[src/rtl/uart_tx_fifo.sv]
// uart_tx_fifo: byte FIFO feeding a UART transmitter (start, 8 data bits LSB first, [parity], stop).
// Define UART_TX_PARITY_EN to insert the even-parity bit; without it frames are 10 bits long.
module uart_tx_fifo #(
  parameter int CLKS_PER_BIT = 4,
  parameter int FIFO_DEPTH   = 4
) (
  input  logic       i_Clock,
  input  logic       i_Reset,
  input  logic       i_Tx_DV,
  input  logic [7:0] i_Tx_Byte,
  output logic       o_Tx_Serial,
  output logic       o_Tx_Active,
  output logic       o_Tx_Done,
  output logic       o_Full,
  output logic       o_Empty,
  output logic       o_Overflow
);

  localparam int PTR_W = $clog2(FIFO_DEPTH);
  localparam int CNT_W = $clog2(CLKS_PER_BIT);

  typedef enum logic [2:0] {
    S_IDLE,
    S_START,
    S_DATA,
`ifdef UART_TX_PARITY_EN
    S_PARITY,
`endif
    S_STOP
  } state_t;

  logic [7:0]       r_mem [FIFO_DEPTH];
  logic [PTR_W-1:0] r_wr_ptr;
  logic [PTR_W-1:0] r_rd_ptr;
  logic [PTR_W:0]   r_count;
  logic             r_full;
  logic             r_empty;
  logic             r_overflow;

  state_t           r_state;
  logic [CNT_W-1:0] r_clk_cnt;
  logic [2:0]       r_bit_idx;
  logic [7:0]       r_shift;
  logic             r_parity;
  logic             r_tx_serial;
  logic             r_tx_active;
  logic             r_tx_done;

  logic             w_push;
  logic             w_pop;
  logic [PTR_W:0]   w_count_next;
  state_t           w_state_next;
  logic [CNT_W-1:0] w_clk_cnt_next;
  logic [2:0]       w_bit_idx_next;
  logic [2:0]       w_idx_inc;
  logic [7:0]       w_shift_next;
  logic             w_parity_next;
  logic             w_serial_next;
  logic             w_done_next;
  logic             w_bit_end;

  // Full is the registered flag, so a same-cycle pop never admits a write while full.
  assign w_push = i_Tx_DV && !r_full;

  always_comb begin
    w_count_next = r_count;
    case ({w_push, w_pop})
      2'b10:   w_count_next = r_count + (PTR_W+1)'(1);
      2'b01:   w_count_next = r_count - (PTR_W+1)'(1);
      default: w_count_next = r_count;
    endcase
  end

  // NOTE: the storage array has no reset; emptiness is tracked by pointers and count,
  // so clearing the data would only add reset fan-out.
  always_ff @(posedge i_Clock) begin
    if (w_push) r_mem[r_wr_ptr] <= i_Tx_Byte;
  end

  // NOTE: sequential state uses non-blocking assignments so every register samples
  // pre-edge values regardless of statement order.
  always_ff @(posedge i_Clock) begin
    if (i_Reset) begin
      r_wr_ptr   <= '0;
      r_rd_ptr   <= '0;
      r_count    <= '0;
      r_full     <= 1'b0;
      r_empty    <= 1'b1;
      r_overflow <= 1'b0;
    end else begin
      if (w_push) r_wr_ptr <= r_wr_ptr + PTR_W'(1);
      if (w_pop)  r_rd_ptr <= r_rd_ptr + PTR_W'(1);
      r_count    <= w_count_next;
      r_full     <= (w_count_next == (PTR_W+1)'(FIFO_DEPTH));
      r_empty    <= (w_count_next == '0);
      r_overflow <= i_Tx_DV && r_full;
    end
  end

  assign w_bit_end = (r_clk_cnt == CNT_W'(CLKS_PER_BIT - 1));
  assign w_idx_inc = r_bit_idx + 3'd1;

  // NOTE: every signal gets a default before the case so no path infers a latch.
  always_comb begin
    w_state_next   = r_state;
    w_clk_cnt_next = r_clk_cnt + CNT_W'(1);
    w_bit_idx_next = r_bit_idx;
    w_shift_next   = r_shift;
    w_parity_next  = r_parity;
    w_serial_next  = r_tx_serial;
    w_done_next    = 1'b0;
    w_pop          = 1'b0;

    case (r_state)
      S_IDLE: begin
        w_serial_next  = 1'b1;
        w_clk_cnt_next = '0;
        if (!r_empty) begin
          w_pop         = 1'b1;
          w_shift_next  = r_mem[r_rd_ptr];
          w_parity_next = ^r_mem[r_rd_ptr];
          w_serial_next = 1'b0;
          w_state_next  = S_START;
        end
      end
      S_START: begin
        if (w_bit_end) begin
          w_clk_cnt_next = '0;
          w_bit_idx_next = 3'd0;
          w_serial_next  = r_shift[0];
          w_state_next   = S_DATA;
        end
      end
      S_DATA: begin
        if (w_bit_end) begin
          w_clk_cnt_next = '0;
          if (r_bit_idx == 3'd7) begin
`ifdef UART_TX_PARITY_EN
            w_serial_next = r_parity;
            w_state_next  = S_PARITY;
`else
            w_serial_next = 1'b1;
            w_state_next  = S_STOP;
`endif
          end else begin
            w_bit_idx_next = w_idx_inc;
            w_serial_next  = r_shift[w_idx_inc];
          end
        end
      end
`ifdef UART_TX_PARITY_EN
      S_PARITY: begin
        if (w_bit_end) begin
          w_clk_cnt_next = '0;
          w_serial_next  = 1'b1;
          w_state_next   = S_STOP;
        end
      end
`endif
      S_STOP: begin
        if (w_bit_end) begin
          w_clk_cnt_next = '0;
          w_serial_next  = 1'b1;
          w_done_next    = 1'b1;
          w_state_next   = S_IDLE;
        end
      end
      default: begin
        w_clk_cnt_next = '0;
        w_serial_next  = 1'b1;
        w_state_next   = S_IDLE;
      end
    endcase
  end

  always_ff @(posedge i_Clock) begin
    if (i_Reset) begin
      r_state     <= S_IDLE;
      r_clk_cnt   <= '0;
      r_bit_idx   <= 3'd0;
      r_shift     <= 8'd0;
      r_parity    <= 1'b0;
      r_tx_serial <= 1'b1;
      r_tx_active <= 1'b0;
      r_tx_done   <= 1'b0;
    end else begin
      r_state     <= w_state_next;
      r_clk_cnt   <= w_clk_cnt_next;
      r_bit_idx   <= w_bit_idx_next;
      r_shift     <= w_shift_next;
      r_parity    <= w_parity_next;
      r_tx_serial <= w_serial_next;
      r_tx_active <= (w_state_next != S_IDLE);
      r_tx_done   <= w_done_next;
    end
  end

  assign o_Tx_Serial = r_tx_serial;
  assign o_Tx_Active = r_tx_active;
  assign o_Tx_Done   = r_tx_done;
  assign o_Full      = r_full;
  assign o_Empty     = r_empty;
  assign o_Overflow  = r_overflow;

endmodule

[config.mk]
export PLATFORM = sky130hd
export DESIGN_NAME = uart_tx_fifo
export DESIGN_NICKNAME = d
export VERILOG_FILES = /design/src/rtl/uart_tx_fifo.sv
export SDC_FILE = /design/constraint.sdc
export NUM_CORES = 1
export LEC_CHECK = 0
export CAP_MARGIN = 20
export CORE_MARGIN = 3
export CORE_UTILIZATION = 60
export CTS_CLUSTER_SIZE = 20
export DETAILED_ROUTE_END_ITERATION = 10
export PLACE_DENSITY = 0.81
export RECOVER_POWER = 50
export SYNTH_ARGS = -nofsm -noshare
export SYNTH_HDL_FRONTEND = slang
export SYNTH_SLANG_ARGS = --single-unit
[constraint.sdc]
create_clock -name i_Clock -period 4.3 [get_ports i_Clock]
set_clock_uncertainty 0.15 [all_clocks]
set_input_delay 0.86 -clock i_Clock [delete_from_list [all_inputs] [get_ports i_Clock]]
set_output_delay 0.86 -clock i_Clock [all_outputs]
set_load 0.05 [all_outputs]
==> impl_results.md <==
- Status: completed
- Syn Inst Count: 193
- Post-CTS Resized: 0
- WHS Endpoint: r_clk_cnt[0]$_SDFF_PP0_
- Cts-stage hold buffer count: 0
- Critical path capture point type: flip-flop
- Arrival @ worst endpoint: 3430 ps
- Clock buffer depth: 2
- Largest net degree at the start of global routing: 22
- CTS sink count: 61
- Min-Delay Path Depth: 1
- Hold WC Path Type: flip-flop to flip-flop
- Max FO, Critical Path: 8
- Multi-input gate area: 871 um^2
- Gr ovfl total: 0
- Routed len/inst: 15.9 um
- Worst VDD drop: 379 uV
- Hold path startpoint: r_clk_cnt[0]$_SDFF_PP0_
- Synth cell types: 42
- Most frequent cells in the layout: edfxtp_1, dfxtp_1, nand2_1
- Vias in the first global route: 1557
- Post-route ant nets: 0
- Worst endpoint required time: 4420 ps
- Max frequency: 303 MHz
- Reg2reg path depth: 9
- Final Cycle Share: 76.9%
- Die height: 70.4 um
- Area grow syn2layout: 15.2%
- Initial DRT Pass Iterations: 4
- GRT Total Usage: 19.1%
- Filler instances: 248
- Worst slew pin tran: 818 ps
- Post-synthesis sequential area ratio: 62.0%
- Final Hold Fails: 0
- Flops & latches, synth: 61
- Pre-CTS WS: 744 ps
- First-pass GRT wire length: 7110 um
- Total wire length: 4200 um
- Max-cap violations: 0
- Final HPWL DP: 2930 um
- Final instance count without filler cells: 265
- TritonCTS clock tree: done
- GPL Wtd Cong: 0.745
- Clk_lat worst skew: 330 ps
- Die ar.: 0.00495 mm^2
- Max-slew headroom: 45.3%
- Setup TNS: 0 ps
- Port Buffers: 16
- Reg-to-Reg Start: r_state[1]$_SDFF_PP0_
- Reg2Reg Setup Slack: 1440 ps
- Ys flop type: edfxtp_1
- Final Cell Area: 0.00287 mm^2
- Asr flop ratio synth: 0%
- Final nets: 232
- Avg Inst Size Synth: 12.9 um^2
- Met1 WL: 1740 um
- Placed instance area: 0.00266 mm^2
- Core Util, Final: 74.9%
- Dpl cells: 249
- Initial DRC count: 99
- Core Region: 0.00383 mm^2
- Cell Rows: 22
- Most common cell after layout, fill and taps aside: edfxtp_1
- Root Buffer: clkbuf_8
- Startpoint Class: input port
- I/O pin count: 17
- Detail Route met2 WL: 2170 um
- Pleak: 0.00105 uW
- Register Area: 0.00154 mm^2
- Kind of critical path: input port to flip-flop
- RR Endpoint: o_Full$_SDFF_PP0_
- Min cycle time layout: 3310 ps
- Final number of max-transition violations: 0
- Postcts setup bufs: 0
- Die X: 70.4 um
- TritonCTS buffer count: 9
- Antenna violations before repair: 0
- DRC: 0
- DR vias/cell: 5.65
- Post-synth EDFFs: 32
- Routed met3 length: 184 um
- Unrepaired setup endpoints after global routing: false
- Netlist Area Pre-Place: 0.00249 mm^2
- P per Cell Area: 531 mW/mm^2
- Final worst setup slack: 994 ps
- Reg clk slew, reported paths: 70 ps
- Depth of the CTS H-tree: 3
- DR top layer: met4
- Setup violators final: 0
- Syn Nets: 213
- Share of cells above drive strength 1: 12.0%
- DR vias: 1498
- Total inserted antenna cells: 0
- Synth Warn #: 0
- Initial core utilization: 65.0%
## how the worst max path moves through the flow
stage | startpoint | endpoint
6_report | i_Tx_DV | o_Full$_SDFF_PP0_
5_1_grt | i_Tx_DV | o_Full$_SDFF_PP0_
4_1_cts | i_Tx_DV | o_Full$_SDFF_PP0_
3_5_place_dp | i_Tx_DV | o_Full$_SDFF_PP0_
3_3_place_gp | i_Tx_DV | o_Full$_SDFF_PP0_
2_1_floorplan | i_Tx_DV | o_Full$_SDFF_PP0_
## through the flow
| step | hold slack (ps) | total power [uW] |
|---|---|---|
| floorplan | 246 | 938 |
| global placement | 253 | 990 |
| detailed placement | 263 | 1010 |
| CTS | 272 | 1540 |
| global route | 292 | 1600 |
| finish | 272 | 1520 |
## worst max-delay path: stages
cell           delay, ps
dlygate4sd3_1        540
nor2b_1              410
inv_1                 90
ha_1                 250
fa_1                 380
xnor2_1              160
or3_1                320
a21oi_1              240
nor2b_1              170
## layout make-up
class | count | share of cell area [%]
inverters | 7 | 0.917
multi-input cells | 117 | 30.4
flip-flops and latches | 61 | 53.8
clock buffers | 11 | 4.59
repair buffers | 16 | 5.59
well taps | 48 | 2.10
clock inverters | 5 | 2.62
## Yosys cell counts (4+ instances only)
cell	count	area (um^2)
a21oi_1	14	70.1
ha_1	8	100
mux4_2	9	203
nor2b_1	4	25.0
dfxtp_1	29	581
inv_1	7	26.3
edfxtp_1	32	961
nand2_1	21	78.8
and2_1	4	25.0
nor2_1	18	67.6
## where the power goes
part	switching, uW	leakage, uW	internal [uW]
combinational	141	0.000412	121
clock	206	0.000107	324
sequential	54.4	0.000530	677
## cells by family after synthesis
| kind of cell | synth area share, % |
|---|---|
| multiplexers | 9.36 |
| adder cells (fa/ha/maj) | 4.83 |
| other | 0.151 |
| AO/OA/AOI/OAI | 6.19 |
| XOR/XNOR | 2.11 |
| flip-flops | 62.0 |
| buffers and inverters | 2.82 |
| AND/OR/NAND/NOR | 12.6 |
## per-layer routing
| layer | global-route usage, % | vias to the layer above |
|---|---|---|
| li1 | - | 728 |
| met1 | 20.9 | 722 |
| met2 | 32.4 | 36 |
| met3 | 5.90 | 12 |
| met4 | 11.1 | 0 |
| met5 | 0 | - |
## sequential cells by signal, summed over array words and instances, names as in the netlist, 2 cells and up
signal and flops:
r_shift 8, r_clk_cnt 2, r_wr_ptr 2, r_mem 32, r_count 3, r_state 3
r_bit_idx 3, r_rd_ptr 2
(Power assumes the default switching activity.)
